<file path="config.mk">
export PLATFORM = sky130hd
export DESIGN_NAME = multicycle_controller
export DESIGN_NICKNAME = d
export VERILOG_FILES = /design/src/rtl/multicycle_controller.sv
export SDC_FILE = /design/constraint.sdc
export NUM_CORES = 1
export LEC_CHECK = 0
export CELL_PAD_IN_SITES_DETAIL_PLACEMENT = 1
export CELL_PAD_IN_SITES_GLOBAL_PLACEMENT = 1
export CORE_UTILIZATION = 34
export CTS_CLUSTER_SIZE = 8
export DETAILED_ROUTE_END_ITERATION = 12
export MAX_ROUTING_LAYER = met4
export PLACE_DENSITY_LB_ADDON = 0.1
export SYNTH_ARGS = -nofsm -noshare
export SYNTH_HDL_FRONTEND = slang
export SYNTH_SLANG_ARGS = --single-unit
</file>
<file path="constraint.sdc">
create_clock -name clk -period 3.4 [get_ports clk]
set_input_delay 0.51 -clock clk [delete_from_list [all_inputs] [get_ports clk]]
set_output_delay 0.51 -clock clk [all_outputs]
set_load 0.1 [all_outputs]
</file>
<file path="src/rtl/multicycle_controller.sv">
// Main control FSM for the multicycle RV32I core: sequences ALU, IR, PC and
// register file, and guards every memory wait with a bounded stall counter.
module multicycle_controller #(
  parameter int STALL_LIMIT = 15
) (
  input  logic       clk,
  input  logic       reset,
  input  logic [6:0] Op,
  input  logic       Zero,
  input  logic       MemReady,
  output logic       MemReq,
  output logic       MemWrite,
  output logic       AdrSrc,
  output logic       IRWrite,
  output logic       PCWrite,
  output logic       RegWrite,
  output logic [1:0] ALUSrcA,
  output logic [1:0] ALUSrcB,
  output logic [1:0] ResultSrc,
  output logic [1:0] ALUOp,
  output logic       IllegalInstr,
  output logic       MemTimeout,
  output logic [3:0] State
);

  localparam int CW = (STALL_LIMIT > 0) ? $clog2(STALL_LIMIT + 1) : 1;

  localparam logic [6:0] OP_LOAD  = 7'b0000011;
  localparam logic [6:0] OP_STORE = 7'b0100011;
  localparam logic [6:0] OP_R     = 7'b0110011;
  localparam logic [6:0] OP_I     = 7'b0010011;
  localparam logic [6:0] OP_BEQ   = 7'b1100011;
  localparam logic [6:0] OP_JAL   = 7'b1101111;

  typedef enum logic [3:0] {
    S_FETCH    = 4'd0,
    S_DECODE   = 4'd1,
    S_MEMADR   = 4'd2,
    S_MEMREAD  = 4'd3,
    S_MEMWB    = 4'd4,
    S_MEMWRITE = 4'd5,
    S_EXECR    = 4'd6,
    S_EXECI    = 4'd7,
    S_ALUWB    = 4'd8,
    S_BEQ      = 4'd9,
    S_JAL      = 4'd10
  } state_t;

  state_t          state;
  state_t          next_state;
  logic [CW-1:0]   stall_cnt;
  logic            waiting;
  logic            timeout;
  logic            pc_update;
  logic            branch;
  logic            bad_op;

  assign waiting = (state == S_FETCH) || (state == S_MEMREAD) || (state == S_MEMWRITE);
  assign timeout = (STALL_LIMIT > 0) && waiting && !MemReady &&
                   (stall_cnt == CW'(STALL_LIMIT));

  always_comb begin
    next_state = S_FETCH;
    bad_op     = 1'b0;
    case (state)
      S_FETCH:    next_state = MemReady ? S_DECODE : S_FETCH;
      S_DECODE: begin
        case (Op)
          OP_LOAD, OP_STORE: next_state = S_MEMADR;
          OP_R:              next_state = S_EXECR;
          OP_I:              next_state = S_EXECI;
          OP_BEQ:            next_state = S_BEQ;
          OP_JAL:            next_state = S_JAL;
          default: begin
            next_state = S_FETCH;
            bad_op     = 1'b1;
          end
        endcase
      end
      S_MEMADR:   next_state = (Op == OP_LOAD) ? S_MEMREAD : S_MEMWRITE;
      S_MEMREAD:  next_state = MemReady ? S_MEMWB : S_MEMREAD;
      S_MEMWB:    next_state = S_FETCH;
      S_MEMWRITE: next_state = MemReady ? S_FETCH : S_MEMWRITE;
      S_EXECR:    next_state = S_ALUWB;
      S_EXECI:    next_state = S_ALUWB;
      S_ALUWB:    next_state = S_FETCH;
      S_BEQ:      next_state = S_FETCH;
      S_JAL:      next_state = S_ALUWB;
      default:    next_state = S_FETCH;
    endcase
    if (timeout) next_state = S_FETCH;
  end

  // A timeout out of FETCH keeps the same state, so the clear is explicit.
  always_ff @(posedge clk or posedge reset) begin
    if (reset) begin
      state     <= S_FETCH;
      stall_cnt <= '0;
    end else begin
      state <= next_state;
      if (timeout || (next_state != state))
        stall_cnt <= '0;
      else if (waiting && !MemReady)
        stall_cnt <= stall_cnt + 1'b1;
    end
  end

  always_comb begin
    MemReq    = 1'b0;
    MemWrite  = 1'b0;
    AdrSrc    = 1'b0;
    IRWrite   = 1'b0;
    RegWrite  = 1'b0;
    ALUSrcA   = 2'b00;
    ALUSrcB   = 2'b00;
    ResultSrc = 2'b00;
    ALUOp     = 2'b00;
    pc_update = 1'b0;
    branch    = 1'b0;
    case (state)
      S_FETCH: begin
        MemReq    = 1'b1;
        ALUSrcB   = 2'b10;
        ResultSrc = 2'b10;
        IRWrite   = MemReady;
        pc_update = MemReady;
      end
      S_DECODE: begin
        ALUSrcA = 2'b01;
        ALUSrcB = 2'b01;
      end
      S_MEMADR: begin
        ALUSrcA = 2'b10;
        ALUSrcB = 2'b01;
      end
      S_MEMREAD: begin
        MemReq = 1'b1;
        AdrSrc = 1'b1;
      end
      S_MEMWB: begin
        ResultSrc = 2'b01;
        RegWrite  = 1'b1;
      end
      S_MEMWRITE: begin
        MemReq   = 1'b1;
        MemWrite = 1'b1;
        AdrSrc   = 1'b1;
      end
      S_EXECR: begin
        ALUSrcA = 2'b10;
        ALUOp   = 2'b10;
      end
      S_EXECI: begin
        ALUSrcA = 2'b10;
        ALUSrcB = 2'b01;
        ALUOp   = 2'b10;
      end
      S_ALUWB:  RegWrite = 1'b1;
      S_BEQ: begin
        ALUSrcA = 2'b10;
        ALUOp   = 2'b01;
        branch  = 1'b1;
      end
      S_JAL: begin
        ALUSrcA   = 2'b01;
        ALUSrcB   = 2'b10;
        pc_update = 1'b1;
      end
      default: ;
    endcase
  end

  assign PCWrite      = pc_update | (branch & Zero);
  assign IllegalInstr = bad_op;
  assign MemTimeout   = timeout;
  assign State        = state;

endmodule

</file>
==> flow_summary.yaml, run 1 <==
power:
  totalPowerFinal_mw: 0.4744
  netSwitchingFraction: 0.5205
  cellInternalPower_mw: 0.2275
  p_leak_nw: 0.5261
  sequentialPowerShare: 0.240
  vdd_drop_max_uv: 276.7
  power.share.combinational: 0.591
  clockPowerShare: 0.169
  switchingPower_mw: 0.2469
  power_density_nw_per_um2: 370.6
grt:
  grt_pass1_wl_um: 4257
  antenna_found_initial: 0
  gr-total-overflow: 0
  number_of_global_route_vias_before_repair: 928
  grt_max_degree: 23
  grt_util_all_layers: 0.2133
worst_setup_path:
  worst-setup-path-type: "input pin to output port"
  worst_path_max_delay_cell: "sky130_fd_sc_hd__clkdlybuf4s50_1"
  timing.critical_path.required_ps: 2890
  critical_path.startpoint_type: "input pin"
  rr_startpoint: "State[0]$_DFF_PP0_"
  cp_slowest_stage_delay_ps: 570
  critical_path.max_fanout: 10
  worst-endpoint-arrival_ps: 2150
  worstPathCellList: "clkdlybuf4s50_1 -> nor4b_1 -> a22oi_1 -> nor2_2 -> buf_12"
  crit_startpoint: "MemReady"
  worst_setup_path_end_kind: "output port"
placement:
  cell_count_after_placement: 173
  gp_routability_congestion: 0.7883
  post-dp-hpwl_um: 2076
  placement.cell_area_sq_um: 1254
  buffer_ports.inserted: 30
  detailedPlace.worstSlack_ps: 636.3
die:
  die_area_sq_um: 2825
  chipHeight_um: 53.15
  top_level_ports: 31
  die_width_um: 53.15
  placementRows: 18
  std_cell_core_area_sq_um: 2477
  initial_core_util: 0.3591
timing:
  fin_crit_ps: 2658
  setup_viol: 0
  setup_ws_ps: 742.2
  hold_viol: 0
  tightest_slew_ps: 544.1
  maxClockFrequency_mhz: 376.2
  rsz0062_at_grt: "false"
  layout_worst_path_cycle_share: 0.7817
  setup_total_negative_slack_ps: 0
  report.final.slew_viol_count: 0
  holdWs_ps: 481.1
  slew-limit-headroom: 0.6322
  finalClockSkew_ps: 17.93
drt:
  initialDrtViolationCount: 16
  routed_wire_length_per_instance_um: 15.05
  postRouteWirelength_um: 2664
  detail_route.drc_violations: 0
  ant_nets: 0
  via_count: 1001
  drt-pass1-iter-count: 4
  viasPerCell: 5.655
clock_network:
  clock-sinks: 8
  cts_root_buf: "sky130_fd_sc_hd__clkbuf_4"
  post-cts-setup-buffers: 0
  post_cts_repair_resize_count: 0
  clkLatencyLatePin_ps: 270
  cts-buffers-inserted: 3
  cts_max_level: 1
  clock_tree_from_tritoncts: "built"
  clkSlewWorstSetupHoldPaths_ps: 70
  cts.hold.buffers_added: 0
  clock_path_buffers: 2
layout:
  flow.area_growth_from_synthesis_pct: 43.88
  layout-drive-gt1-share: 0.3061
  fin_util: 0.5167
  finalNonFillerCells: 177
  final.fill_count: 319
  finalNetCount: 160
  post-route-cell-area_sq_um: 1280
  diodes_inserted: 0
logic_synthesis:
  postSynthCellCount: 119
  synth_top_area_share: 0.2250
  synth_sequential_area_ratio: 0.2250
  number_of_distinct_standard_cells_referenced_by_the_synthesized_netlist: 42
  synthesis.area_per_instance_sq_um: 7.476
  synth-seq-cells: 8
  synthesis.nets: 131
  ys_dominant_reg_cell: "sky130_fd_sc_hd__dfrtp_1"
  synthMostInstantiatedCell: "sky130_fd_sc_hd__nor2_1"
  async_flop_share: 1.000
  synth_top_cells_by_area: "sky130_fd_sc_hd__dfrtp_1 (23%), sky130_fd_sc_hd__nor2_1 (8.0%), sky130_fd_sc_hd__xnor2_1 (5.9%)"
  yosysWarningCount: 0
  syn-cell-area_sq_um: 889.6
  synth_edf_count: 0
  synth_commonest_cells: "sky130_fd_sc_hd__nor2_1 (19), sky130_fd_sc_hd__dfrtp_1 (8), sky130_fd_sc_hd__nor3_1 (8), sky130_fd_sc_hd__clkbuf_1 (7)"
  synth_top_cell_by_area: "sky130_fd_sc_hd__dfrtp_1"
outcome:
  result_of_the_run: "finished clean"
worst_hold_path:
  hp-class: "input pin to async pin"
job:
  max-cap-violations: 0
kinds of logic after synthesis:
family | Yosys count | share of synthesized area
AO/OA/AOI/OAI | 25 | 0.2011
buffers and inverters | 13 | 0.06048
XOR/XNOR | 8 | 0.07877
multiplexers | 1 | 0.01125
flip-flops | 8 | 0.2250
AND/OR/NAND/NOR | 63 | 0.4093
adder cells (fa/ha/maj) | 1 | 0.01406
layout by cell type, fill, tap and decap left out, types with 2 or more instances in the layout:
cell                              count
sky130_fd_sc_hd__buf_4               21
sky130_fd_sc_hd__nor2_1              14
sky130_fd_sc_hd__clkdlybuf4s50_1     10
sky130_fd_sc_hd__dfrtp_1              7
sky130_fd_sc_hd__xnor2_1              6
sky130_fd_sc_hd__nand2b_1             6
sky130_fd_sc_hd__nor3_1               5
sky130_fd_sc_hd__nand3_1              5
sky130_fd_sc_hd__nor2_2               5
sky130_fd_sc_hd__a21oi_1              5
sky130_fd_sc_hd__o21ai_0              4
sky130_fd_sc_hd__inv_1                4
sky130_fd_sc_hd__nand2_1              3
sky130_fd_sc_hd__a22oi_1              3
sky130_fd_sc_hd__clkbuf_4             3
sky130_fd_sc_hd__nor3b_1              2
sky130_fd_sc_hd__and3b_1              2
sky130_fd_sc_hd__nor2b_1              2
sky130_fd_sc_hd__nor4b_1              2
sky130_fd_sc_hd__o31ai_1              2
sky130_fd_sc_hd__and2_1               2
sky130_fd_sc_hd__o32a_1               2
sky130_fd_sc_hd__nor3_2               2
sky130_fd_sc_hd__xor2_1               2
sky130_fd_sc_hd__or3_1                2
sky130_fd_sc_hd__or2_2                2
sky130_fd_sc_hd__nor3_4               2
sky130_fd_sc_hd__buf_12               2
worst max-delay path, delay by kind of cell:
kind                   cells  cell delay, ps
buffers and inverters      2             790
AND/OR/NAND/NOR            2             620
AO/OA/AOI/OAI              1             220
registers in the layout, summed over array words and instances (netlist names):
signal / cells
stall_cnt: 4
State: 4
metal layers:
metal / global-route usage / share of wire
met5: - / 0
met3: 0.01724 / 0.035
met2: 0.3460 / 0.48
met1: 0.2808 / 0.48
met4: 0.06579 / 0.0079
cell type report:
| cell class | count | area [sq um] | share of cell area |
|---|---|---|---|
| Tap cell | 30 | 37.54 | 0.02933 |
| Inverter | 4 | 15.01 | 0.01173 |
| Sequential cell | 8 | 201.4 | 0.1574 |
| Timing Repair Buffer | 33 | 297.8 | 0.2326 |
| Multi-Input combinational cell | 98 | 701.9 | 0.5484 |
| Clock buffer | 4 | 26.28 | 0.02053 |
power by group through the flow:
stage	combinational (mW)	sequential, mW	clock, mW
finish	0.280	0.114	0.0802
global route	0.295	0.115	0.0888
CTS	0.282	0.114	0.0833
detailed placement	0.281	0.116	0
global placement	0.277	0.115	0
floorplan	0.204	0.125	0
path summary, 6_finish.rpt:
kind                       depth (start not counted)  slack, ps                       end
setup / recovery                                   5        740                MemTimeout
hold / removal                                     2        480        State[0]$_DFF_PP0_
setup reg to reg                                   6        850  stall_cnt[1]$_DFFE_PP0P_
hold reg to reg                                    2        590  stall_cnt[3]$_DFFE_PP0P_
max in group asynchronous                          2       2680  stall_cnt[1]$_DFFE_PP0P_
min in group clk                                   2        590  stall_cnt[3]$_DFFE_PP0P_
Note: power is estimated with default switching activity, not from simulation.
==> run 2: changes to the inputs <==
--- a/config.mk
+++ b/config.mk
@@ -7,7 +7,7 @@
 export LEC_CHECK = 0
 export CELL_PAD_IN_SITES_DETAIL_PLACEMENT = 1
 export CELL_PAD_IN_SITES_GLOBAL_PLACEMENT = 1
-export CORE_UTILIZATION = 34
+export CORE_UTILIZATION = 28
 export CTS_CLUSTER_SIZE = 8
 export DETAILED_ROUTE_END_ITERATION = 12
 export MAX_ROUTING_LAYER = met4
==> constraint.sdc (replaced) <==
create_clock -name clk -period 2.4 [get_ports clk]
set_input_delay 0.36 -clock clk [delete_from_list [all_inputs] [get_ports clk]]
set_output_delay 0.36 -clock clk [all_outputs]
set_load 0.1 [all_outputs]
==> run 2 against run 1 <==
  * Worst hold slack lost 150 ps
  * Sequential cell count unchanged
  * Largest power group unchanged
  * Critical path depth rose by 1
  * Count of clock-buffer cells in the layout did not move
  * Die area up 21%
  * Critical endpoint is now stall_cnt[0]$_DFFE_PP0P_
  * Via count increased by 0.30%
  * Critical path type is now flip-flop to flip-flop
==> flow_summary.yaml, run 2 (same netlist as run 1, synthesis figures left out) <==
layout:
  post-route-cell-area_sq_um: 1639
  final_cell_mix: "sky130_fd_sc_hd__buf_4 (18), sky130_fd_sc_hd__buf_12 (16), sky130_fd_sc_hd__nor2_1 (12)"
  diodes_inserted: 0
  finalNetCount: 171
  flow.area_growth_from_synthesis_pct: 84.25
  fin_util: 0.5413
  layout.cells.most_common: "sky130_fd_sc_hd__buf_4"
  layout-drive-gt1-share: 0.4241
  final.fill_count: 341
power:
  vdd_drop_max_uv: 301.5
  power_density_nw_per_um2: 465.5
  p_leak_nw: 0.6299
grt:
  number_of_global_route_vias_before_repair: 1000
  gr-total-overflow: 0
  grt_pass1_wl_um: 4678
  grt_max_degree: 23
  antenna_found_initial: 0
  grt_util_all_layers: 0.1797
timing:
  hold_viol: 0
  fin_crit_ps: 2340
  setup_viol: 0
  tightest_slew_ps: 406.5
  rsz0062_at_grt: "false"
  slew-limit-headroom: 0.7261
  report.final.slew_viol_count: 0
  holdWs_ps: 328.3
  setup_ws_ps: 60.41
  layout_worst_path_cycle_share: 0.9748
  finalClockSkew_ps: 16.41
  maxClockFrequency_mhz: 427.4
clock_network:
  clkSlewWorstSetupHoldPaths_ps: 60
  post-cts-setup-buffers: 0
  clock_tree_from_tritoncts: "built"
  clock-sinks: 8
  cts.hold.buffers_added: 0
  clkLatencyLatePin_ps: 260
  cts-buffers-inserted: 3
  post_cts_repair_resize_count: 0
  cts_max_level: 1
  clock_path_buffers: 2
  cts_root_buf: "sky130_fd_sc_hd__clkbuf_4"
drt:
  postRouteWirelength_um: 2711
  detail_route.drc_violations: 0
  drt-pass1-iter-count: 3
  via_count: 1004
  initialDrtViolationCount: 20
  viasPerCell: 4.970
  routed_wire_length_per_instance_um: 13.42
  ant_nets: 0
worst_setup_path:
  timing.critical_path.required_ps: 2550
  worst_path_max_delay_cell: "sky130_fd_sc_hd__or4b_4"
  r2r.worst_path.cells: 6
  worst_setup_path_end_kind: "flip-flop"
  cp_slowest_stage_delay_ps: 540
  setup.reg_to_reg.worst_slack_ps: 60
  critical_path.startpoint_type: "flip-flop"
  rr_startpoint: "State[1]$_DFF_PP0_"
  timing.rr.end: "stall_cnt[0]$_DFFE_PP0P_"
  worst-setup-path-type: "flip-flop to flip-flop"
  worstPathCellList: "or4b_4 -> buf_4 -> o32a_1 -> nor3_2 -> a32oi_2 -> nor3_1"
  worst-endpoint-arrival_ps: 2490
  critical_path.max_fanout: 4
die:
  die_area_sq_um: 3406
  top_level_ports: 31
  placementRows: 20
  initial_core_util: 0.2938
  die_width_um: 58.37
  std_cell_core_area_sq_um: 3028
  chipHeight_um: 58.37
placement:
  post-dp-hpwl_um: 2243
  placement.cell_area_sq_um: 1613
  buffer_ports.inserted: 30
  gp_routability_congestion: 0.8229
  detailedPlace.worstSlack_ps: -65.75
worst_hold_path:
  hp-class: "input pin to async pin"
outcome:
  result_of_the_run: "finished clean"
job:
  max-cap-violations: 0
[run 2: report_power, final]
| group | total, mW | switching (mW) | internal [mW] |
|---|---|---|---|
| Clock | 0.109 | 0.0452 | 0.0635 |
| Combinational | 0.495 | 0.310 | 0.186 |
| Sequential | 0.159 | 0.0131 | 0.146 |
[run 2: final cells by class]
cell class              count  area (sq um)  share of cell area
well taps                  44         55.05             0.03359
inverters                   4         15.01            0.009160
repair buffers             44         555.5              0.3389
flip-flops and latches      8         215.2              0.1313
multi-input cells          98         772.0              0.4710
clock buffers               4         26.28             0.01603
[run 2: worst max-delay path by stage]
stage	start	to	slack (ps)	cells past startpoint
CTS	State[1]$_DFF_PP0_	stall_cnt[0]$_DFFE_PP0P_	90	6
finish	State[1]$_DFF_PP0_	stall_cnt[0]$_DFFE_PP0P_	60	6
global route	State[1]$_DFF_PP0_	stall_cnt[1]$_DFFE_PP0P_	0.0009	6
floorplan	State[0]$_DFF_PP0_	IRWrite	-610	4
detailed placement	MemReady	stall_cnt[0]$_DFFE_PP0P_	-70	7
global placement	MemReady	stall_cnt[0]$_DFFE_PP0P_	-60	7
[run 2: metal layers]
metal	wire (um)	track usage
met3	74	0.01319
met4	38	0.04422
met2	1299	0.2972
met5	0	-
met1	1299	0.2401
[run 2: through the flow]
stage | power [mW] | TNS (ps) | instances
final | 0.7630 | 0 | 202
after global routing | 0.7993 | 0 | 202
after CTS | 0.7732 | 0 | 202
after detailed placement | 0.6593 | -195.6 | 198
after global placement | 0.6527 | -88.05 | 198
after floorplan | 0.5032 | -1874 | 119
[run 2: critical path: cells and delay by family, from the launching register on]
family / cells / cell delay [ps]
compound gates: 2 / 580
buf+inv: 1 / 170
flops: 1 / 470
simple gates: 3 / 1010
==> run 3: changes to the inputs <==
--- a/config.mk
+++ b/config.mk
@@ -11,7 +11,7 @@
 export CTS_CLUSTER_SIZE = 8
 export DETAILED_ROUTE_END_ITERATION = 12
 export MAX_ROUTING_LAYER = met4
-export PLACE_DENSITY_LB_ADDON = 0.1
+export PLACE_DENSITY_LB_ADDON = 0.15
 export SYNTH_ARGS = -nofsm -noshare
 export SYNTH_HDL_FRONTEND = slang
 export SYNTH_SLANG_ARGS = --single-unit
==> run 3 against run 2 <==
  * Total power up 3.2%
  * Critical path depth stayed put
  * Count of clock-buffer cells in the layout is the same
  * Register-to-register slack improved by 50 ps
  * Sequential share of layout area is 0.45 points lower
  * Clock skew down 7.5 ps
  * Via count up 4.5%
  * Sequential power is essentially flat
  * First-iteration DRC count is 50% lower
  * Largest cell class unchanged
==> flow_summary.yaml, run 3 (same netlist as run 1, synthesis figures left out) <==
worst_setup_path:
  worst_setup_path_end_kind: "output port"
  timing.critical_path.required_ps: 2040
  worst_path_max_delay_cell: "sky130_fd_sc_hd__dfrtp_4"
  r2r.worst_path.cells: 6
  critical_path.max_fanout: 13
  cp_slowest_stage_delay_ps: 400
  timing.rr.end: "stall_cnt[1]$_DFFE_PP0P_"
  setup.reg_to_reg.worst_slack_ps: 110
  crit_startpoint: "State[3]$_DFF_PP0_"
  rr_startpoint: "State[0]$_DFF_PP0_"
  dominant_cell_type_by_count_on_the_critical_path: "sky130_fd_sc_hd__buf_4"
  worstPathCellList: "buf_4 -> buf_4 -> nand2b_4 -> nor2_4 -> or3_4 -> buf_12"
  critical_path.startpoint_type: "flip-flop"
  critPathTopFamily: "simple AND/OR/NAND/NOR gates"
  worst-endpoint-arrival_ps: 1950
  worst-setup-path-type: "flip-flop to output port"
  critPathBufInv: 3
die:
  die_area_sq_um: 3406
  chipHeight_um: 58.37
  std_cell_core_area_sq_um: 3028
  placementRows: 20
  top_level_ports: 31
  die_width_um: 58.37
  initial_core_util: 0.2938
grt:
  top_usage_layer: "met2"
  grt_max_degree: 22
  grt_pass1_wl_um: 5147
  gr-total-overflow: 0
  number_of_global_route_vias_before_repair: 1151
  grt_util_all_layers: 0.2006
  grt_util_met1: 0.2230
  met3_usage: 0.03077
  groute.layer.met2.usage: 0.3777
  antenna_found_initial: 0
clock_network:
  post-cts-setup-buffers: 0
  cts_root_buf: "sky130_fd_sc_hd__clkbuf_4"
  cts_max_level: 1
  clock_tree_from_tritoncts: "built"
  clkSlewWorstSetupHoldPaths_ps: 60
  cts-buffers-inserted: 3
  clock_path_buffers: 2
  clock-sinks: 8
  clkLatencyLatePin_ps: 260
power:
  vdd_drop_max_uv: 287.8
  p_leak_nw: 0.6454
  power_density_nw_per_um2: 464.2
drt:
  detail_route.drc_violations: 0
  ant_nets: 0
  routed_wire_length_per_instance_um: 14.71
  initialDrtViolationCount: 10
  viasPerCell: 5.167
  drt-pass1-iter-count: 4
  postRouteWirelength_um: 2986
  via_count: 1049
timing:
  holdWs_ps: 350.7
  tightest_slew_ps: 472.2
  fin_crit_ps: 2305
  setup_viol: 0
  slew-limit-headroom: 0.6808
  hold_viol: 0
  layout_worst_path_cycle_share: 0.9606
  rsz0062_at_grt: "false"
  finalClockSkew_ps: 8.873
  report.final.slew_viol_count: 0
  setup_ws_ps: 94.62
  maxClockFrequency_mhz: 433.8
layout:
  fin_util: 0.5603
  layout-drive-gt1-share: 0.4528
  post-route-cell-area_sq_um: 1697
  diodes_inserted: 0
  layout.cells.most_common: "sky130_fd_sc_hd__buf_4"
  finalNetCount: 172
  finalNonFillerCells: 203
  final.fill_count: 348
  final_cell_mix: "sky130_fd_sc_hd__buf_4 (18), sky130_fd_sc_hd__buf_12 (16), sky130_fd_sc_hd__nor2_1 (12)"
  flow.area_growth_from_synthesis_pct: 90.72
placement:
  buffer_ports.inserted: 30
  gp_routability_congestion: 0.7759
  post-dp-hpwl_um: 2427
  detailedPlace.worstSlack_ps: -38.99
  cell_count_after_placement: 199
  placement.cell_area_sq_um: 1620
worst_hold_path:
  hp-class: "input pin to async pin"
outcome:
  result_of_the_run: "finished clean"
job:
  max-cap-violations: 0
==> run 3: worst max path at each step <==
stage	end	slack (ps)	cells after the start
final	ALUSrcA[1]	90	6
after global routing	stall_cnt[1]$_DFFE_PP0P_	4	6
after CTS	stall_cnt[3]$_DFFE_PP0P_	40	6
after detailed placement	stall_cnt[3]$_DFFE_PP0P_	-40	7
after global placement	stall_cnt[3]$_DFFE_PP0P_	100	7
after floorplan	IRWrite	-610	4
==> run 3: routing by layer <==
| layer | wire length, um | vias up | share of wire |
|---|---|---|---|
| met2 | 1653 | 29 | 0.55 |
| met5 | 0 | - | 0 |
| met3 | 98 | 2 | 0.033 |
| met1 | 1217 | 506 | 0.41 |
| met4 | 16 | 0 | 0.0054 |
| li1 | - | 512 | - |
==> run 3: per-stage QoR <==
step / TNS (ps) / total power [mW]
2_1_floorplan: -1874 / 0.5032
3_3_place_gp: 0 / 0.6562
3_5_place_dp: -70.34 / 0.6657
4_1_cts: 0 / 0.7788
5_1_grt: 0 / 0.8234
6_report: 0 / 0.7876
==> run 3: what timing repair did <==
item / CTS / global route
gates resized for setup: 0 / 8
endpoints found under the setup margin: 0 / 6
hold buffers: 0 / 0
==> run 3: final cells by class <==
| cell class | instances | area [sq um] | share of cell area |
|---|---|---|---|
| Clock buffer | 4 | 26.28 | 0.01549 |
| Inverter | 4 | 15.01 | 0.008850 |
| Multi-Input combinational cell | 98 | 818.3 | 0.4823 |
| Sequential cell | 8 | 215.2 | 0.1268 |
| Tap cell | 44 | 55.05 | 0.03245 |
| Timing Repair Buffer | 45 | 566.8 | 0.3341 |
==> run 3: where the power goes <==
| group | internal, mW | total [mW] | leakage [nW] | switching (mW) |
|---|---|---|---|---|
| sequential | 0.146 | 0.161 | 0.102 | 0.0150 |
| combinational | 0.195 | 0.514 | 0.528 | 0.318 |
| clock | 0.0638 | 0.113 | 0.0150 | 0.0495 |
